$ cat src/rtl/alarm_ctrl.sv
// Mode/alarm controller for the HH:MM clock: key-driven time and alarm editing,
// counter load strobe, display routing, and a bounded alarm ring on time match.
module alarm_ctrl #(
    parameter int unsigned RING_SECS = 60
) (
    input  logic       clk,
    input  logic       rst_n,
    input  logic       tick_1hz,
    input  logic       key_mode,
    input  logic       key_inc,
    input  logic       alarm_en,
    input  logic [3:0] cur_h1,
    input  logic [3:0] cur_h0,
    input  logic [3:0] cur_m1,
    input  logic [3:0] cur_m0,
    output logic [2:0] mode_state,
    output logic       load_en,
    output logic [3:0] load_h1,
    output logic [3:0] load_h0,
    output logic [3:0] load_m1,
    output logic [3:0] load_m0,
    output logic [3:0] alarm_h1,
    output logic [3:0] alarm_h0,
    output logic [3:0] alarm_m1,
    output logic [3:0] alarm_m0,
    output logic [3:0] disp_h1,
    output logic [3:0] disp_h0,
    output logic [3:0] disp_m1,
    output logic [3:0] disp_m0,
    output logic       disp_sel,
    output logic       blink,
    output logic [1:0] bee_req
);

    typedef enum logic [2:0] {
        IDLE   = 3'd0,
        SET_TH = 3'd1,
        SET_TM = 3'd2,
        SET_AH = 3'd3,
        SET_AM = 3'd4,
        RING   = 3'd5
    } state_t;

    localparam logic [8:0] RING_LIM = 9'(RING_SECS);

    state_t      state_q, state_d;
    logic [7:0]  e_hour_q, e_hour_d, e_min_q, e_min_d;
    logic [7:0]  al_hour_q, al_hour_d, al_min_q, al_min_d;
    logic [7:0]  ld_hour_q, ld_hour_d, ld_min_q, ld_min_d;
    logic        load_en_q, load_en_d;
    logic [7:0]  ring_cnt_q, ring_cnt_d;
    logic        fired_q, fired_d;
    logic [15:0] disp_q, disp_d;
    logic        disp_sel_q, disp_sel_d;
    logic        blink_q, blink_d;
    logic [1:0]  bee_q, bee_d;
    logic [7:0]  cur_hour, cur_min;

    assign cur_hour = {cur_h1, cur_h0};
    assign cur_min  = {cur_m1, cur_m0};

    // BCD increment helpers operating on packed {tens, units}.
    function automatic logic [7:0] inc_hour(input logic [7:0] h);
        if (h == 8'h23)            return 8'h00;
        else if (h[3:0] == 4'h9)   return {h[7:4] + 4'd1, 4'h0};
        else                       return {h[7:4], h[3:0] + 4'd1};
    endfunction

    function automatic logic [7:0] inc_min(input logic [7:0] m);
        if (m[3:0] == 4'h9) begin
            if (m[7:4] == 4'h5)    return 8'h00;
            else                   return {m[7:4] + 4'd1, 4'h0};
        end else                   return {m[7:4], m[3:0] + 4'd1};
    endfunction

    always_comb begin
        state_d    = state_q;
        e_hour_d   = e_hour_q;
        e_min_d    = e_min_q;
        al_hour_d  = al_hour_q;
        al_min_d   = al_min_q;
        ld_hour_d  = ld_hour_q;
        ld_min_d   = ld_min_q;
        load_en_d  = 1'b0;
        ring_cnt_d = ring_cnt_q;
        fired_d    = fired_q;
        bee_d      = 2'b00;
        blink_d    = 1'b0;
        disp_d     = {cur_hour, cur_min};
        disp_sel_d = 1'b0;

        // The fired latch only re-arms once the minute moves off the alarm minute.
        if (cur_min != al_min_q) fired_d = 1'b0;

        case (state_q)
            IDLE: begin
                if (key_mode) begin
                    state_d  = SET_TH;
                    e_hour_d = cur_hour;
                    e_min_d  = cur_min;
                end else if (tick_1hz && alarm_en && !fired_q &&
                             cur_hour == al_hour_q && cur_min == al_min_q) begin
                    state_d    = RING;
                    fired_d    = 1'b1;
                    ring_cnt_d = 8'd0;
                    bee_d      = 2'b01;
                end
            end
            SET_TH: begin
                if (key_mode)     state_d  = SET_TM;
                else if (key_inc) e_hour_d = inc_hour(e_hour_q);
            end
            SET_TM: begin
                if (key_mode) begin
                    state_d   = SET_AH;
                    load_en_d = 1'b1;
                    ld_hour_d = e_hour_q;
                    ld_min_d  = e_min_q;
                end else if (key_inc) begin
                    e_min_d = inc_min(e_min_q);
                end
            end
            SET_AH: begin
                if (key_mode)     state_d   = SET_AM;
                else if (key_inc) al_hour_d = inc_hour(al_hour_q);
            end
            SET_AM: begin
                if (key_mode)     state_d  = IDLE;
                else if (key_inc) al_min_d = inc_min(al_min_q);
            end
            RING: begin
                if (key_mode || key_inc || !alarm_en) begin
                    state_d = IDLE;
                end else if (tick_1hz) begin
                    if ({1'b0, ring_cnt_q} + 9'd1 == RING_LIM) begin
                        state_d = IDLE;
                    end else begin
                        ring_cnt_d = ring_cnt_q + 8'd1;
                        bee_d      = (bee_q == 2'b01) ? 2'b10 : 2'b01;
                    end
                end else begin
                    bee_d = bee_q;
                end
            end
            default: state_d = IDLE;
        endcase

        // Outputs are derived from the post-edge state so they align with mode_state.
        case (state_d)
            SET_TH, SET_TM: begin
                disp_d = {e_hour_d, e_min_d};
                if (state_d != state_q) blink_d = 1'b1;
                else                    blink_d = tick_1hz ? ~blink_q : blink_q;
            end
            SET_AH, SET_AM: begin
                disp_d     = {al_hour_d, al_min_d};
                disp_sel_d = 1'b1;
                if (state_d != state_q) blink_d = 1'b1;
                else                    blink_d = tick_1hz ? ~blink_q : blink_q;
            end
            RING:    blink_d = 1'b1;
            default: blink_d = 1'b0;
        endcase
    end

    always_ff @(posedge clk) begin
        if (!rst_n) begin
            state_q    <= IDLE;
            e_hour_q   <= 8'h00;
            e_min_q    <= 8'h00;
            al_hour_q  <= 8'h00;
            al_min_q   <= 8'h00;
            ld_hour_q  <= 8'h00;
            ld_min_q   <= 8'h00;
            load_en_q  <= 1'b0;
            ring_cnt_q <= 8'd0;
            fired_q    <= 1'b0;
            disp_q     <= 16'h0000;
            disp_sel_q <= 1'b0;
            blink_q    <= 1'b0;
            bee_q      <= 2'b00;
        end else begin
            state_q    <= state_d;
            e_hour_q   <= e_hour_d;
            e_min_q    <= e_min_d;
            al_hour_q  <= al_hour_d;
            al_min_q   <= al_min_d;
            ld_hour_q  <= ld_hour_d;
            ld_min_q   <= ld_min_d;
            load_en_q  <= load_en_d;
            ring_cnt_q <= ring_cnt_d;
            fired_q    <= fired_d;
            disp_q     <= disp_d;
            disp_sel_q <= disp_sel_d;
            blink_q    <= blink_d;
            bee_q      <= bee_d;
        end
    end

    assign mode_state = state_q;
    assign load_en    = load_en_q;
    assign {load_h1, load_h0}   = ld_hour_q;
    assign {load_m1, load_m0}   = ld_min_q;
    assign {alarm_h1, alarm_h0} = al_hour_q;
    assign {alarm_m1, alarm_m0} = al_min_q;
    assign {disp_h1, disp_h0, disp_m1, disp_m0} = disp_q;
    assign disp_sel   = disp_sel_q;
    assign blink      = blink_q;
    assign bee_req    = bee_q;

endmodule

$ cat config.mk
export PLATFORM = sky130hd
export DESIGN_NAME = alarm_ctrl
export DESIGN_NICKNAME = d
export VERILOG_FILES = /design/src/rtl/alarm_ctrl.sv
export SDC_FILE = /design/constraint.sdc
export NUM_CORES = 1
export LEC_CHECK = 0
export CAP_MARGIN = 20
export CELL_PAD_IN_SITES_DETAIL_PLACEMENT = 1
export CELL_PAD_IN_SITES_GLOBAL_PLACEMENT = 1
export CORE_UTILIZATION = 42
export DETAILED_ROUTE_END_ITERATION = 8
export PLACE_DENSITY = 0.84
export SLEW_MARGIN = 20
export SYNTH_ARGS = -nofsm -noshare
export SYNTH_HDL_FRONTEND = slang
export SYNTH_SLANG_ARGS = --single-unit
$ cat constraint.sdc
create_clock -name clk -period 4.45 [get_ports clk]
set_input_delay 0.89 -clock clk [delete_from_list [all_inputs] [get_ports clk]]
set_output_delay 0.89 -clock clk [all_outputs]
set_load 0.05 [all_outputs]
==> results of run 1 <==
## metrics by stage
step	instances	total power (uW)	hold WS [ns]
after global placement	736	1190	0.441
after detailed placement	736	1200	0.448
after floorplan	550	1060	0.453
after CTS	752	1730	0.459
after global routing	752	1790	0.477
final	752	1720	0.456
## placed cells by master, fill, tap and decap left out, types with 7 or more instances in the layout
master and instances:
a21oi_1 37, a31oi_1 7, and2_1 13, and3_1 11
buf_4 7, clkbuf_8 13, clkdlybuf4s50_1 77, dfxtp_1 81
ha_1 13, inv_1 18, nand2_1 73, nand3_1 15
nand3b_1 7, nand4_1 8, nor2_1 45, nor3_1 18
o21ai_0 22, o21ai_1 7, xnor2_1 22
## registers in the layout, indices dropped and copies added (netlist names)
name and cells:
disp_q 16, disp_sel 1, mode_state 3, fired_q 1
e_min_q 8, ld_hour_q 8, al_min_q 8, al_hour_q 8
ld_min_q 8, load_en 1, bee_req 2, ring_cnt_q 8
e_hour_q 8, blink 1
## worst min-delay path, stage by stage, from the launching register on
cell	delay, ns
dfxtp_1	0.31
nand2_1	0.05
a21oi_1	0.05
## layout make-up
| class | count | area, um2 | share of cell area |
|---|---|---|---|
| tap | 136 | 170 | 0.0311 |
| timing repair buffer | 84 | 823 | 0.150 |
| clock buffer | 14 | 183 | 0.0334 |
| inverter | 18 | 67.6 | 0.0123 |
| clock inverter | 2 | 10.0 | 0.00183 |
| multi-input combinational | 417 | 2600 | 0.475 |
| sequential | 81 | 1620 | 0.296 |
## per-layer routing
| layer | track usage | part of all wire | routed length [um] | up-vias |
|---|---|---|---|---|
| li1 | - | - | - | 2114 |
| met1 | 0.355 | 0.45 | 6520 | 2166 |
| met2 | 0.436 | 0.48 | 6910 | 152 |
| met3 | 0.0493 | 0.047 | 679 | 36 |
| met4 | 0.120 | 0.027 | 386 | 0 |
| met5 | 0 | 0 | 0 | - |
## worst paths after layout
check | endpoint | depth (start not counted) | startpoint | slack, ns
max | disp_q[15]$_SDFF_PN0_ | 7 | key_mode | 1.20
min | ld_min_q[6]$_SDFFE_PN0P_ | 2 | ld_min_q[6]$_SDFFE_PN0P_ | 0.46
max reg2reg | disp_q[15]$_SDFF_PN0_ | 6 | mode_state[0]$_SDFF_PN0_ | 1.47
min reg2reg | ld_min_q[6]$_SDFFE_PN0P_ | 2 | ld_min_q[6]$_SDFFE_PN0P_ | 0.46
## report_power, final
part	total (uW)	switching (uW)	internal (uW)
Clock	536	273	263
Combinational	379	241	138
Sequential	808	46.7	761
Total	1720	561	1160
## logic make-up (layout without fill, tap and decap cells)
family / after synthesis / after routing / synth area share
buffers and inverters: 52 / 118 / 0.0490
and+or+nand+nor: 234 / 234 / 0.277
DFF: 81 / 81 / 0.365
adders and majority gates: 13 / 13 / 0.0366
muxes: 2 / 2 / 0.00479
xor gates and xnor gates: 27 / 27 / 0.0533
AOI/OAI and AO/OA: 141 / 141 / 0.214
==> results.tsv, run 1 <==
metric	value	unit
outcome	finished, final reports clean	
max_cap_viol_count	0	
rows	37	
post-cts-setup-buffer-count	0	
cts-root-buf	clkbuf_8	
slowest_delay	0.74	ns
fp.dieH	105	um
slowest_stage	nor2b_1	
cts_max_path_buffers	2	
hp-class	reg -> reg	
synth_cell_type_count	70	
clk_latency	0.37	ns
tns	0	ns
hold_viol	0	
grt_max_degree	36	
cp.required	4.72	ns
via_count	4468	
drt_iter0_drc	336	
grtUsageTotal	0.271	
fin_crit_sh	0.730	
num_io_pins	78	
synthCells	550	
final_nets	646	
die_area	11000	um2
arrival	3.52	ns
timing.fmax	308	MHz
ys_seq_area_frac	0.365	
worstMarginPinSlew	0.940	ns
slew_headroom	0.371	
finalWeightedCongestion	0.881	
cp_num_buf_inv	1	
synth_edf_count	0	
drc	0	
fin_skew	0.0119	ns
postSynthAreaPerCell	8.07	um2
antenna_left	0	
fillers	1250	
min_period	3.25	ns
hpwl	10.7	mm
rsz0062_at_grt	no	
n_antenna_cell	0	
cts_hold_buffers	0	
grt_pass1_vias	4553	
yosys.area.top_type	dfxtp_1	
grt_pass1_wl	23.7	mm
async_flop_share	0	
cts-resized-gates	0	
p_leak	0.00194	uW
synthFlopType	dfxtp_1	
numCtsBuffers	9	
path_clk_slew	0.08	ns
synthTopCellsByArea	dfxtp_1 (37%), nand2_1 (6.2%), xnor2_1 (4.3%)	
antenna_found_initial	0	
routed_wl	14.5	mm
syn_nets	585	
dpl_worst_slack	0.906	ns
placed_cell_area	5280	um2
cts_tree	built	
critPathTopFamily	simple AND/OR/NAND/NOR gates	
cts_sinks	81	
cp-start-kind	input port	
criticalPathCategory	in -> reg	
ys_seq_elements	81	
ys_top_cells_by_count	dfxtp_1 (81), nand2_1 (73), nor2_1 (45)	
yosysMostFrequentCell	dfxtp_1	
layout-drive-gt1-share	0.0617	
irDropWorstVdd	0.000159	V
fin_util	0.533	
grt.overflow.total	0	
setup_viol	0	
final.setup.worst_slack	1.20	ns
cp-end-kind	register	
post_drt_wl_per_cell	19.3	um
path_max_fanout	14	
syn-cell-area	4440	um2
maxSlewViolCount	0	
crit_chain	clkdlybuf4s50_1 -> nor2b_1 -> and2_1 -> o21ai_0 -> a21o_1 -> a32o_1 -> a31o_2	
power_density	315	nW/um2
via_per_inst	5.94	
yosysWarnings	0	
final_cell_area	5480	um2
htree_num_levels	3	
drt_pass1_iterations	5	
port_buffers	77	
start_util	0.432	
fp.dieW	105	um
syn_to_final_growth	23.3	%
coreArea	10300	um2
netlist.area_leader.share	0.365	
Power figures use the tool's default switching activity.
==> inputs of run 2 (changes only) <==
Settings changed: CORE_UTILIZATION 42 to 35, PLACE_DENSITY 0.84 to 0.75.
Clock period 4.45 ns to 2.6 ns, I/O delays scaled along.
==> results.tsv, run 2 (synthesis results as in run 1) <==
metric	value	unit
outcome	finished, final reports clean	
drt_pass1_iterations	5	
criticalPathCategory	in -> reg	
irDropWorstVdd	0.000304	V
via_count	4617	
num_io_pins	78	
cp-end-kind	register	
cts-resized-gates	0	
routed_wl	15.3	mm
hold_depth	2	
largest_reg_flops	16	
hold_ws	0.452	ns
cts_max_path_buffers	2	
grt_pass1_wl	25.2	mm
layout-drive-gt1-share	0.148	
drc	0	
htree_num_levels	3	
path_max_fanout	6	
max_cap_viol_count	0	
cts_hold_buffers	0	
fp.dieH	115	um
p_leak	0.00230	uW
grtUsageTotal	0.248	
fin_util	0.502	
arrival	2.62	ns
antenna_left	0	
via_per_inst	5.47	
fin_skew	0.00678	ns
rr_worst_depth	7	
cts_sinks	81	
syn_to_final_growth	38.0	%
rsz0062_at_grt	no	
finalWeightedCongestion	0.888	
antenna_found_initial	0	
cts_tree	built	
setup_viol	0	
slowest_delay	0.57	ns
cp.required	2.83	ns
grt_pass1_vias	4730	
cts-root-buf	clkbuf_16	
hp-class	reg -> reg	
port_buffers	77	
worstMarginPinSlew	0.532	ns
fp.dieW	115	um
layout_commonest_cell	dfxtp_1	
cp-start-kind	input port	
grt.overflow.total	0	
fillers	1523	
coreArea	12200	um2
post-cts-setup-buffer-count	0	
crit_chain	clkdlybuf4s50_1 -> nand2b_1 -> or4_4 -> nor4_4 -> xnor2_1 -> a2bb2oi_1 -> a21oi_1	
path_clk_slew	0.06	ns
numCtsBuffers	9	
slew_headroom	0.645	
clk_latency	0.35	ns
start_util	0.364	
n_antenna_cell	0	
hold_viol	0	
fin_crit_sh	0.918	
regMostFlops	disp_q	
final_cell_mix	dfxtp_1 (81), clkdlybuf4s50_1 (75), nand2_1 (73)	
maxSlewViolCount	0	
hpwl	11.7	mm
power_density	586	nW/um2
min_period	2.39	ns
post_drt_wl_per_cell	18.1	um
slowest_stage	clkdlybuf4s50_1	
die_area	13100	um2
rows	40	
grt_max_degree	53	
final_nets	706	
timing.fmax	419	MHz
drt_iter0_drc	225	
[run 2: critical path, delay by kind of cell]
kind / cells / cell delay (ns)
compound gates: 2 / 0.38
simple gates: 3 / 0.98
buf+inv: 1 / 0.57
xor+xnor: 1 / 0.17
[run 2: power breakdown]
| group | internal [uW] | switching [uW] |
|---|---|---|
| Clock | 963 | 515 |
| Combinational | 300 | 437 |
| Sequential | 1300 | 67.0 |
[run 2: metal layers]
layer / part of all wire / global-route usage
met4: 0.020 / 0.0978
met5: 0 / 0
met1: 0.47 / 0.325
met2: 0.48 / 0.413
met3: 0.033 / 0.0334
[run 2: final timing paths]
| check | end | from | slack (ns) |
|---|---|---|---|
| setup / recovery | disp_q[7]$_SDFF_PN0_ | key_mode | 0.21 |
| hold / removal | ld_hour_q[5]$_SDFFE_PN0P_ | ld_hour_q[5]$_SDFFE_PN0P_ | 0.45 |
| setup reg to reg | disp_q[6]$_SDFF_PN0_ | mode_state[0]$_SDFF_PN0_ | 0.31 |
| hold reg to reg | ld_hour_q[5]$_SDFFE_PN0P_ | ld_hour_q[5]$_SDFFE_PN0P_ | 0.45 |
[run 2: layout make-up]
cell class	count	area, um2	share of cell area
Multi-Input combinational cell	417	2600	0.425
Sequential cell	81	1620	0.265
Timing Repair Buffer	144	1280	0.209
Clock buffer	11	243	0.0396
Tap cell	168	210	0.0343
Clock inverter	5	103	0.0167
Inverter	18	67.6	0.0110
[run 2: per-stage QoR]
step	total power, uW	cells	TNS (ns)	instance area (um2)	setup WS, ns
6_report	3590	844	0	6130	0.214
5_1_grt	3740	844	0	6130	0.148
4_1_cts	3620	844	0	6130	0.265
3_5_place_dp	2130	828	-0.406	5780	-0.0837
3_3_place_gp	2120	828	-0.0692	5780	-0.0553
2_1_floorplan	1810	550	0	4440	0.258
